## src/rtl/maxterm_extractor.sv

```systemverilog
// Sweeps every input combination into a function under test, collects the
// indices where it returned 0 (maxterms) and compares them to an expected mask.
module maxterm_extractor #(
  parameter int N_VARS = 4,
  parameter int SETTLE = 1
) (
  input  logic                     clk_i,
  input  logic                     rst_i,
  input  logic                     start_i,
  input  logic [(2**N_VARS)-1:0]   expect_i,
  input  logic                     f_in_i,
  output logic [N_VARS-1:0]        vars_o,
  output logic                     busy_o,
  output logic                     done_o,
  output logic [(2**N_VARS)-1:0]   maxterms_o,
  output logic [N_VARS:0]          count_o,
  output logic                     match_o
);

  localparam int W = 2**N_VARS;

  localparam logic [1:0] ST_IDLE = 2'd0;
  localparam logic [1:0] ST_SCAN = 2'd1;
  localparam logic [1:0] ST_FIN  = 2'd2;

  localparam logic [3:0]        SETTLE_C = SETTLE[3:0];
  localparam logic [N_VARS-1:0] IDX_MAX  = {N_VARS{1'b1}};
  localparam logic [N_VARS-1:0] IDX_ONE  = {{(N_VARS-1){1'b0}}, 1'b1};
  localparam logic [N_VARS:0]   CNT_ONE  = {{N_VARS{1'b0}}, 1'b1};

  logic [1:0]        state_q, state_d;
  logic [N_VARS-1:0] idx_q, idx_d;
  logic [3:0]        sc_q, sc_d;
  logic [W-1:0]      exp_q, exp_d;
  logic [W-1:0]      mt_q, mt_d;
  logic [W-1:0]      mt_new_s;
  logic [N_VARS:0]   cnt_q, cnt_d;
  logic              match_q, match_d;
  logic              busy_q, busy_d;
  logic              done_q, done_d;

  always_comb begin
    state_d  = state_q;
    idx_d    = idx_q;
    sc_d     = sc_q;
    exp_d    = exp_q;
    mt_d     = mt_q;
    mt_new_s = mt_q;
    cnt_d    = cnt_q;
    match_d  = match_q;
    busy_d   = busy_q;
    done_d   = 1'b0;
    case (state_q)
      ST_IDLE, ST_FIN: begin
        if (start_i) begin
          state_d = ST_SCAN;
          idx_d   = {N_VARS{1'b0}};
          sc_d    = 4'd0;
          exp_d   = expect_i;
          mt_d    = {W{1'b0}};
          cnt_d   = {(N_VARS+1){1'b0}};
          match_d = 1'b0;
          busy_d  = 1'b1;
        end else begin
          state_d = ST_IDLE;
        end
      end
      ST_SCAN: begin
        // VARS is held SETTLE+1 cycles; F_IN is only looked at on the last one.
        if (sc_q != SETTLE_C) begin
          sc_d = sc_q + 4'd1;
        end else begin
          if (!f_in_i) begin
            mt_new_s[idx_q] = 1'b1;
            cnt_d           = cnt_q + CNT_ONE;
          end else begin
            cnt_d = cnt_q;
          end
          mt_d = mt_new_s;
          if (idx_q != IDX_MAX) begin
            idx_d = idx_q + IDX_ONE;
            sc_d  = 4'd0;
          end else begin
            state_d = ST_FIN;
            busy_d  = 1'b0;
            done_d  = 1'b1;
            match_d = (mt_new_s == exp_q);
          end
        end
      end
      default: begin
        state_d = ST_IDLE;
        busy_d  = 1'b0;
      end
    endcase
  end

  always_ff @(posedge clk_i) begin
    if (rst_i) begin
      state_q <= ST_IDLE;
      idx_q   <= {N_VARS{1'b0}};
      sc_q    <= 4'd0;
      exp_q   <= {W{1'b0}};
      mt_q    <= {W{1'b0}};
      cnt_q   <= {(N_VARS+1){1'b0}};
      match_q <= 1'b0;
      busy_q  <= 1'b0;
      done_q  <= 1'b0;
    end else begin
      state_q <= state_d;
      idx_q   <= idx_d;
      sc_q    <= sc_d;
      exp_q   <= exp_d;
      mt_q    <= mt_d;
      cnt_q   <= cnt_d;
      match_q <= match_d;
      busy_q  <= busy_d;
      done_q  <= done_d;
    end
  end

  assign vars_o     = idx_q;
  assign busy_o     = busy_q;
  assign done_o     = done_q;
  assign maxterms_o = mt_q;
  assign count_o    = cnt_q;
  assign match_o    = match_q;

endmodule

```

## config.mk

```make
export PLATFORM = sky130hd
export DESIGN_NAME = maxterm_extractor
export DESIGN_NICKNAME = d
export VERILOG_FILES = /design/src/rtl/maxterm_extractor.sv
export SDC_FILE = /design/constraint.sdc
export NUM_CORES = 1
export LEC_CHECK = 0
export CORE_MARGIN = 5
export CORE_UTILIZATION = 35
export DETAILED_ROUTE_END_ITERATION = 8
export PLACE_DENSITY = 0.67
export SLEW_MARGIN = 0
export SYNTH_ARGS = -nofsm -noshare
export SYNTH_HDL_FRONTEND = slang
export SYNTH_SLANG_ARGS = --single-unit
export TNS_END_PERCENT = 1
```

## constraint.sdc

```tcl
create_clock -name clk_i -period 4.3 [get_ports clk_i]
set_input_delay 0.86 -clock clk_i [delete_from_list [all_inputs] [get_ports clk_i]]
set_output_delay 0.86 -clock clk_i [all_outputs]
set_load 0.01 [all_outputs]
```

==> report_table.html, run 1 <==
<table>
<tr><th>Metric</th><th>Value</th></tr>
<tr><th colspan="2">Timing</th></tr>
<tr><td>Share of the cycle needed by the critical path after routing</td><td>64.6%</td></tr>
<tr><td>Final hold violation count</td><td>0</td></tr>
<tr><td>Fin. max-slew vios</td><td>0</td></tr>
<tr><td>RSZ-0062 raised after global routing</td><td>false</td></tr>
<tr><td>Clock Skew</td><td>0.00407 ns</td></tr>
<tr><td>Relative slew slack</td><td>36.2%</td></tr>
<tr><td>Maximum frequency from static timing analysis</td><td>0.360 GHz</td></tr>
<tr><td>Slew at the pin closest to its max-slew limit</td><td>0.954 ns</td></tr>
<tr><td>Shortest period the worst path allows</td><td>2.78 ns</td></tr>
<tr><td>Final sum of negative setup slack</td><td>0 ns</td></tr>
<tr><td>Finish-stage setup viols</td><td>0</td></tr>
<tr><th colspan="2">Setup path</th></tr>
<tr><td>Arrival time of the worst setup path</td><td>3.02 ns</td></tr>
<tr><td>Type of destination of the critical path</td><td>flop</td></tr>
<tr><td>Maximum single-stage delay on the critical path</td><td>0.87 ns</td></tr>
<tr><td>Slowest CP cell</td><td>sky130_fd_sc_hd__clkdlybuf4s50_1</td></tr>
<tr><td>Critical path class</td><td>in -&gt; reg</td></tr>
<tr><td>Maximum fanout encountered on the critical timing path</td><td>15</td></tr>
<tr><td>CP required</td><td>4.55 ns</td></tr>
<tr><td>Startpoint class of the critical path</td><td>input pin</td></tr>
<tr><td>Ordered list of cells on the worst path</td><td>clkdlybuf4s50_1 -&gt; and4b_1 -&gt; or3_1 -&gt; a22o_1 -&gt; nor4_2 -&gt; a31o_1</td></tr>
<tr><th colspan="2">Placement</th></tr>
<tr><td>IO buf count</td><td>47</td></tr>
<tr><td>Detailed-placement wirelength estimate</td><td>4510 um</td></tr>
<tr><td>Post-place instance area</td><td>0.00291 sq mm</td></tr>
<tr><td>Final weighted congestion in routability-driven placement</td><td>0.818</td></tr>
<tr><th colspan="2">CTS</th></tr>
<tr><td>Number of cells upsized or downsized after cts</td><td>0</td></tr>
<tr><td>CTS H-tree lvls</td><td>2</td></tr>
<tr><td>Library cell used as clock root buffer</td><td>sky130_fd_sc_hd__clkbuf_8</td></tr>
<tr><td>Post-CTS Setup Repair Bufs</td><td>0</td></tr>
<tr><td>Clock latency on the worst-skew pair</td><td>0.30 ns</td></tr>
<tr><td>Number of sinks handled by clock tree synthesis</td><td>50</td></tr>
<tr><td>Clock transition at path regs</td><td>0.08 ns</td></tr>
<tr><td>Max clock buf depth</td><td>2</td></tr>
<tr><td>CTS tree</td><td>yes</td></tr>
<tr><td>Hold bufs inserted after CTS</td><td>0</td></tr>
<tr><td>Clock buffer count from CTS</td><td>5</td></tr>
<tr><th colspan="2">Die</th></tr>
<tr><td>Area of the die</td><td>0.00860 sq mm</td></tr>
<tr><td>Area of the core</td><td>0.00672 sq mm</td></tr>
<tr><td>I/O Pins</td><td>48</td></tr>
<tr><td>Starting density of the core</td><td>35.7%</td></tr>
<tr><td>Height of the die</td><td>92.7 um</td></tr>
<tr><td>DIE WIDTH</td><td>92.7 um</td></tr>
<tr><td>Cell row count</td><td>30</td></tr>
<tr><th colspan="2">Logic synthesis</th></tr>
<tr><td>Cell taking the most area after synthesis</td><td>sky130_fd_sc_hd__dfxtp_1</td></tr>
<tr><td>Sequential area share after synthesis</td><td>41.8%</td></tr>
<tr><td>Count of different cell masters after synthesis</td><td>42</td></tr>
<tr><td>Synth area leaders</td><td>sky130_fd_sc_hd__dfxtp_1, sky130_fd_sc_hd__a21oi_1, sky130_fd_sc_hd__nor2_1</td></tr>
<tr><td>Net count after synthesis</td><td>317</td></tr>
<tr><td>Synthesized area per cell</td><td>8.32 sq um</td></tr>
<tr><td>Synth Register Bits</td><td>50</td></tr>
<tr><td>Number of enable-type register cells in the synthesized netlist</td><td>0</td></tr>
<tr><td>Post-synthesis cell count</td><td>288</td></tr>
<tr><td>Synthesized area</td><td>0.00240 sq mm</td></tr>
<tr><td>Fraction of registers with async set/reset</td><td>0%</td></tr>
<tr><td>Synth top area share</td><td>41.8%</td></tr>
<tr><td>Post-synth top flop</td><td>sky130_fd_sc_hd__dfxtp_1</td></tr>
<tr><td>YS warnings</td><td>0</td></tr>
<tr><th colspan="2">Global route</th></tr>
<tr><td>Most heavily used metal layer in global routing</td><td>met2</td></tr>
<tr><td>Antenna violations before repair</td><td>0</td></tr>
<tr><td>M1 GR Usage</td><td>18.8%</td></tr>
<tr><td>GR Util met2</td><td>26.2%</td></tr>
<tr><td>GRT Residual Overflow</td><td>0</td></tr>
<tr><td>First-pass GRT wire length</td><td>10500 um</td></tr>
<tr><td>GRT Overall Usage</td><td>15.3%</td></tr>
<tr><td>Routing usage on met3</td><td>3.82%</td></tr>
<tr><td>Vias in the first global route</td><td>2185</td></tr>
<tr><td>Maximum number of pins on one net before global-route repair</td><td>29</td></tr>
<tr><th colspan="2">Pwr</th></tr>
<tr><td>Switching part of the total power</td><td>23.4%</td></tr>
<tr><td>Share of total power in combinational logic</td><td>12.0%</td></tr>
<tr><td>Power Internal</td><td>0.000713 W</td></tr>
<tr><td>Leakage power</td><td>1.08 nW</td></tr>
<tr><td>Psw</td><td>0.000217 W</td></tr>
<tr><td>Total power consumption of the routed design</td><td>0.000930 W</td></tr>
<tr><td>Clk pwr share</td><td>35.6%</td></tr>
<tr><td>Worst-case vdd ir drop</td><td>0.120 mV</td></tr>
<tr><td>Part of the power in registers</td><td>52.4%</td></tr>
<tr><td>Power density over the cells</td><td>307 mW/mm^2</td></tr>
<tr><th colspan="2">Cells and area</th></tr>
<tr><td>Inserted Diodes</td><td>0</td></tr>
<tr><td>Area of all placed cells without fillers</td><td>0.00303 sq mm</td></tr>
<tr><td>Multi-input logic area</td><td>0.00131 sq mm</td></tr>
<tr><td>Share of the core filled with cells</td><td>45.0%</td></tr>
<tr><td># nets final</td><td>358</td></tr>
<tr><td>Fill count</td><td>669</td></tr>
<tr><td>Storage element area</td><td>0.00100 sq mm</td></tr>
<tr><td>Share of layout cells above drive strength 1</td><td>4.56%</td></tr>
<tr><td>Area growth from synthesis to final layout</td><td>26.3%</td></tr>
<tr><th colspan="2">Routing</th></tr>
<tr><td>Number of violations reported at the end of detailed-routing iteration 0</td><td>93</td></tr>
<tr><td>Drt wl/cell</td><td>15.1 um</td></tr>
<tr><td>First-pass iteration count of the detailed router</td><td>4</td></tr>
<tr><td>Number of antenna-violating nets in the routed design</td><td>0</td></tr>
<tr><td>DRC violations left</td><td>0</td></tr>
<tr><td>Detailed-route via count</td><td>2155</td></tr>
<tr><td>Routed vias/inst</td><td>5.27</td></tr>
<tr><td>Total length of routed wires</td><td>6170 um</td></tr>
<tr><th colspan="2">Outcome</th></tr>
<tr><td>Result of the run</td><td>completed</td></tr>
<tr><th colspan="2">Min path</th></tr>
<tr><td>Tightest Hold Check Type</td><td>reg -&gt; reg</td></tr>
<tr><th colspan="2">Job</th></tr>
<tr><td>Max-cap violations</td><td>0</td></tr>
</table>
## worst max-delay path: cells and delay by family
family / cells / cell delay (ns)
compound gates: 2 / 0.39
buf+inv: 1 / 0.87
simple gates: 3 / 0.89
## state kept, by name (all words and copies together) (netlist names)
signal      cells
busy_o          1
count_o         5
done_o          1
exp_q          16
match_o         1
maxterms_o     16
sc_q            4
state_q         2
vars_o          4
## path summary, 6_finish.rpt
kind / start / end / slack [ns] / cells past startpoint
hold reg to reg: exp_q[2] / exp_q[2] / 0.46 / 2
setup reg to reg: sc_q[0] / maxterms_o[9] / 1.92 / 6
setup / recovery: f_in_i / match_o / 1.52 / 6
hold / removal: exp_q[2] / exp_q[2] / 0.46 / 2
## synth_stat cells (3+ instances only)
master	n
sky130_fd_sc_hd__a31oi_1	16
sky130_fd_sc_hd__xnor2_1	8
sky130_fd_sc_hd__o21bai_1	4
sky130_fd_sc_hd__nand3_1	4
sky130_fd_sc_hd__nor2_1	41
sky130_fd_sc_hd__o21ai_1	3
sky130_fd_sc_hd__buf_2	4
sky130_fd_sc_hd__or3b_1	5
sky130_fd_sc_hd__inv_1	4
sky130_fd_sc_hd__nand4_1	4
sky130_fd_sc_hd__clkbuf_1	9
sky130_fd_sc_hd__dfxtp_1	50
sky130_fd_sc_hd__nor3_1	4
sky130_fd_sc_hd__nand2_1	38
sky130_fd_sc_hd__a21oi_1	31
sky130_fd_sc_hd__nor2b_1	4
sky130_fd_sc_hd__nand2b_1	5
sky130_fd_sc_hd__nor4bb_1	3
sky130_fd_sc_hd__xor2_1	5
sky130_fd_sc_hd__nor3b_1	4
sky130_fd_sc_hd__o21ai_0	4
sky130_fd_sc_hd__ha_1	9
## logic make-up after synthesis
logic type,synth area share (%)
AO/OA/AOI/OAI,16.3
multiplexers,1.31
flip-flops,41.8
AND/OR/NAND/NOR,27.7
adder cells (fa/ha/maj),4.70
buffers and inverters,3.50
XOR/XNOR,4.75
## layout by cell type, fill, tap and decap left out, types with 3 or more instances in the layout
cell and n:
sky130_fd_sc_hd__nand4_1 4, sky130_fd_sc_hd__o21ai_1 3, sky130_fd_sc_hd__clkbuf_8 6, sky130_fd_sc_hd__nand2b_1 5
sky130_fd_sc_hd__inv_1 4, sky130_fd_sc_hd__dfxtp_1 50, sky130_fd_sc_hd__nor4bb_1 3, sky130_fd_sc_hd__xor2_1 5
sky130_fd_sc_hd__nor2_1 41, sky130_fd_sc_hd__ha_1 9, sky130_fd_sc_hd__nor3b_1 4, sky130_fd_sc_hd__o21bai_1 4
sky130_fd_sc_hd__nor2b_1 4, sky130_fd_sc_hd__xnor2_1 8, sky130_fd_sc_hd__a21oi_1 31, sky130_fd_sc_hd__nand2_1 38
sky130_fd_sc_hd__a31oi_1 16, sky130_fd_sc_hd__clkdlybuf4s50_1 47, sky130_fd_sc_hd__nor3_1 4, sky130_fd_sc_hd__nand3_1 4
sky130_fd_sc_hd__o21ai_0 4, sky130_fd_sc_hd__or3b_1 5
## through the flow
step	std cells	setup slack [ns]	hold slack (ns)
2_1_floorplan	288	2.27	0.441
3_3_place_gp	402	1.23	0.450
3_5_place_dp	402	1.22	0.456
4_1_cts	409	1.53	0.468
5_1_grt	409	1.46	0.498
6_report	409	1.52	0.463
## metal layers
layer / share of wire [%] / vias up
met1: 43 / 1015
met3: 5.0 / 6
met2: 50 / 49
met5: 0 / -
met4: 1.2 / 0
li1: - / 1085
## area by class of cell
cell class,count,area share (%)
Clock inverter,1,0.993
Multi-Input combinational cell,219,43.3
Inverter,4,0.496
Sequential cell,50,33.1
Timing Repair Buffer,49,16.0
Tap cell,80,3.31
Clock buffer,6,2.73
## power by group through the flow
stage / Sequential, W / Combinational [W] / Clock [W]
detailed placement: 0.000499 / 0.000112 / 0
CTS: 0.000488 / 0.000113 / 0.000347
finish: 0.000488 / 0.000111 / 0.000331
floorplan: 0.000497 / 0.0000694 / 0
global placement: 0.000498 / 0.000111 / 0
global route: 0.000490 / 0.000124 / 0.000369
No activity file was read; power rests on OpenSTA's default activity.
==> run 2: changes to the inputs <==
- PLACE_DENSITY: 0.67 -> 0.69
- clock period: 4.3 -> 2.3 ns (I/O delays scaled with it)
==> report_table.html, run 2 (same netlist as run 1, synthesis figures left out) <==
<table>
<tr><th>Metric</th><th>Value</th></tr>
<tr><th colspan="2">Setup path</th></tr>
<tr><td>Maximum fanout encountered on the critical timing path</td><td>9 (-6)</td></tr>
<tr><td>Arrival time of the worst setup path</td><td>2.37 ns (-0.65 ns)</td></tr>
<tr><td>Critical path class</td><td>reg -&gt; reg</td></tr>
<tr><td>Startpoint class of the critical path</td><td>flop</td></tr>
<tr><td>Type of destination of the critical path</td><td>flop</td></tr>
<tr><td>CP required</td><td>2.56 ns (-1.99 ns)</td></tr>
<tr><th colspan="2">Timing</th></tr>
<tr><td>Maximum frequency from static timing analysis</td><td>0.473 GHz</td></tr>
<tr><td>Final sum of negative setup slack</td><td>0 ns (unchanged)</td></tr>
<tr><td>Relative slew slack</td><td>72.8% (+37 points)</td></tr>
<tr><td>Finish-stage setup viols</td><td>0 (unchanged)</td></tr>
<tr><td>Fin Hold WS</td><td>0.473 ns (+0.00955 ns)</td></tr>
<tr><td>Clock Skew</td><td>0.00837 ns (+0.00429 ns)</td></tr>
<tr><td>Share of the cycle needed by the critical path after routing</td><td>91.9%</td></tr>
<tr><td>Slew at the pin closest to its max-slew limit</td><td>0.402 ns (-0.552 ns)</td></tr>
<tr><td>RSZ-0062 raised after global routing</td><td>false</td></tr>
<tr><td>Setup slack of the critical path after layout</td><td>0.186 ns (-1.34 ns)</td></tr>
<tr><td>Final hold violation count</td><td>0 (unchanged)</td></tr>
<tr><td>Shortest period the worst path allows</td><td>2.11 ns</td></tr>
<tr><td>Fin. max-slew vios</td><td>0 (unchanged)</td></tr>
<tr><th colspan="2">CTS</th></tr>
<tr><td>Post-CTS Setup Repair Bufs</td><td>0 (unchanged)</td></tr>
<tr><td>CTS H-tree lvls</td><td>2 (unchanged)</td></tr>
<tr><td>Clock latency on the worst-skew pair</td><td>0.30 ns (about the same)</td></tr>
<tr><td>Clock buffer count from CTS</td><td>5 (unchanged)</td></tr>
<tr><td>CTS tree</td><td>yes</td></tr>
<tr><td>Library cell used as clock root buffer</td><td>sky130_fd_sc_hd__clkbuf_8</td></tr>
<tr><td>Number of sinks handled by clock tree synthesis</td><td>50 (unchanged)</td></tr>
<tr><td>Clock transition at path regs</td><td>0.09 ns (about the same)</td></tr>
<tr><td>Max clock buf depth</td><td>2 (unchanged)</td></tr>
<tr><th colspan="2">Cells and area</th></tr>
<tr><td>Fill count</td><td>676 (+1.0%)</td></tr>
<tr><td>Share of the core filled with cells</td><td>46.2% (+1.2 points)</td></tr>
<tr><td>Area growth from synthesis to final layout</td><td>29.6%</td></tr>
<tr><td># nets final</td><td>369 (+3.1%)</td></tr>
<tr><td>Commonest cells after routing, fill and taps aside</td><td>sky130_fd_sc_hd__dfxtp_1, sky130_fd_sc_hd__clkdlybuf4s50_1, sky130_fd_sc_hd__nor2_1</td></tr>
<tr><td>Share of layout cells above drive strength 1</td><td>8.50% (+3.9 points)</td></tr>
<tr><td>Inserted Diodes</td><td>0 (unchanged)</td></tr>
<tr><td>Most common cell after layout, fill and taps aside</td><td>sky130_fd_sc_hd__dfxtp_1</td></tr>
<tr><th colspan="2">Pwr</th></tr>
<tr><td>Total power consumption of the routed design</td><td>0.00167 W (+80%)</td></tr>
<tr><td>Part of the power in registers</td><td>54.6% (+2.2 points)</td></tr>
<tr><td>Power Internal</td><td>0.00124 W (+74%)</td></tr>
<tr><td>Leakage power</td><td>1.13 nW (+4.7%)</td></tr>
<tr><td>Psw</td><td>0.000427 W (+96%)</td></tr>
<tr><td>Worst-case vdd ir drop</td><td>0.281 mV (+130%)</td></tr>
<tr><td>Clk pwr share</td><td>31.9% (-3.7 points)</td></tr>
<tr><td>Power density over the cells</td><td>538 mW/mm^2 (+75%)</td></tr>
<tr><td>Switching part of the total power</td><td>25.6% (+2.2 points)</td></tr>
<tr><td>Share of total power in combinational logic</td><td>13.4% (+1.4 points)</td></tr>
<tr><th colspan="2">Placement</th></tr>
<tr><td>IO buf count</td><td>47 (unchanged)</td></tr>
<tr><td>Detailed-placement wirelength estimate</td><td>4520 um (+0.38%)</td></tr>
<tr><td>Final weighted congestion in routability-driven placement</td><td>0.840 (+2.7%)</td></tr>
<tr><td>Worst setup slack before clock tree synthesis</td><td>-0.119 ns (-1.34 ns)</td></tr>
<tr><th colspan="2">Routing</th></tr>
<tr><td>Total length of routed wires</td><td>6020 um (-2.5%)</td></tr>
<tr><td>Detailed-route via count</td><td>2170 (+0.70%)</td></tr>
<tr><td>Routed vias/inst</td><td>5.15 (-2.2%)</td></tr>
<tr><td>Number of antenna-violating nets in the routed design</td><td>0 (unchanged)</td></tr>
<tr><td>DRC violations left</td><td>0 (unchanged)</td></tr>
<tr><td>First-pass iteration count of the detailed router</td><td>4 (unchanged)</td></tr>
<tr><td>Drt wl/cell</td><td>14.3 um (-5.3%)</td></tr>
<tr><td>Number of violations reported at the end of detailed-routing iteration 0</td><td>118 (+27%)</td></tr>
<tr><th colspan="2">Die</th></tr>
<tr><td>Cell row count</td><td>30 (unchanged)</td></tr>
<tr><td>Height of the die</td><td>92.7 um (unchanged)</td></tr>
<tr><td>I/O Pins</td><td>48 (unchanged)</td></tr>
<tr><td>Starting density of the core</td><td>35.7% (unchanged)</td></tr>
<tr><td>DIE WIDTH</td><td>92.7 um (unchanged)</td></tr>
<tr><td>Area of the core</td><td>0.00672 sq mm (unchanged)</td></tr>
<tr><td>Area of the die</td><td>0.00860 sq mm (unchanged)</td></tr>
<tr><th colspan="2">Global route</th></tr>
<tr><td>First-pass GRT wire length</td><td>10100 um (-3.2%)</td></tr>
<tr><td>GRT Overall Usage</td><td>14.5% (-0.74 points)</td></tr>
<tr><td>Vias in the first global route</td><td>2133 (-2.4%)</td></tr>
<tr><td>Antenna violations before repair</td><td>0 (unchanged)</td></tr>
<tr><td>GRT Residual Overflow</td><td>0 (unchanged)</td></tr>
<tr><td>Maximum number of pins on one net before global-route repair</td><td>29 (unchanged)</td></tr>
<tr><th colspan="2">Min path</th></tr>
<tr><td>Tightest Hold Check Type</td><td>reg -&gt; reg</td></tr>
<tr><th colspan="2">Job</th></tr>
<tr><td>Max-cap violations</td><td>0 (unchanged)</td></tr>
<tr><th colspan="2">Outcome</th></tr>
<tr><td>Result of the run</td><td>completed</td></tr>
</table>
## run 2: cell count changes in the layout (fill, tap and decap cells not counted), sizes merged
cell and delta:
buf +11, bufinv -1, clkinv +1, clkinvlp +1
## run 2: stage by stage
step	cells	area, sq um
floorplan	288	2400
global placement	413	3010
detailed placement	413	3010
CTS	421	3100
global route	421	3110
finish	421	3110
## run 2: worst paths after layout
kind	start	endpoint	slack (ns)	depth (start not counted)
setup reg to reg	vars_o[0]	match_o	0.19	7
setup / recovery	vars_o[0]	match_o	0.19	7
hold reg to reg	exp_q[2]	exp_q[2]	0.47	2
hold / removal	exp_q[2]	exp_q[2]	0.47	2
## run 2: per-layer routing
layer	track usage, %	routed length [um]	part of all wire [%]
met4	3.66	58	0.96
met3	3.74	252	4.2
met5	0	0	0
met1	18.0	2780	46
met2	25.1	2930	49
## run 2: power groups by stage
stage	Combinational [W]	Clock [W]	Sequential (W)
finish	0.000225	0.000533	0.000912
floorplan	0.000130	0	0.000929
CTS	0.000227	0.000552	0.000913
detailed placement	0.000227	0	0.000933
global placement	0.000223	0	0.000932
global route	0.000249	0.000589	0.000917
## run 2: layout make-up
class                           instances  area [sq um]  area share [%]
Clock inverter                          2          12.5           0.403
Multi-Input combinational cell        219          1310            42.2
Sequential cell                        50          1000            32.3
Clock buffer                            6          82.6            2.66
Inverter                                4          15.0           0.483
Tap cell                               80           100            3.22
Timing Repair Buffer                   60           581            18.7
## run 2: worst max-delay path: stages, from the launching register on
cell                      delay, ns
sky130_fd_sc_hd__dfxtp_1       0.53
sky130_fd_sc_hd__inv_1         0.11
sky130_fd_sc_hd__ha_1          0.27
sky130_fd_sc_hd__and4b_1       0.19
sky130_fd_sc_hd__or3_1         0.30
sky130_fd_sc_hd__a22o_1        0.21
sky130_fd_sc_hd__nor4_2        0.29
sky130_fd_sc_hd__a31o_1        0.17
## run 2: timing repair
action,CTS,global route
hold buffers,0,0
gates resized for setup,0,2
setup endpoints to repair,0,2
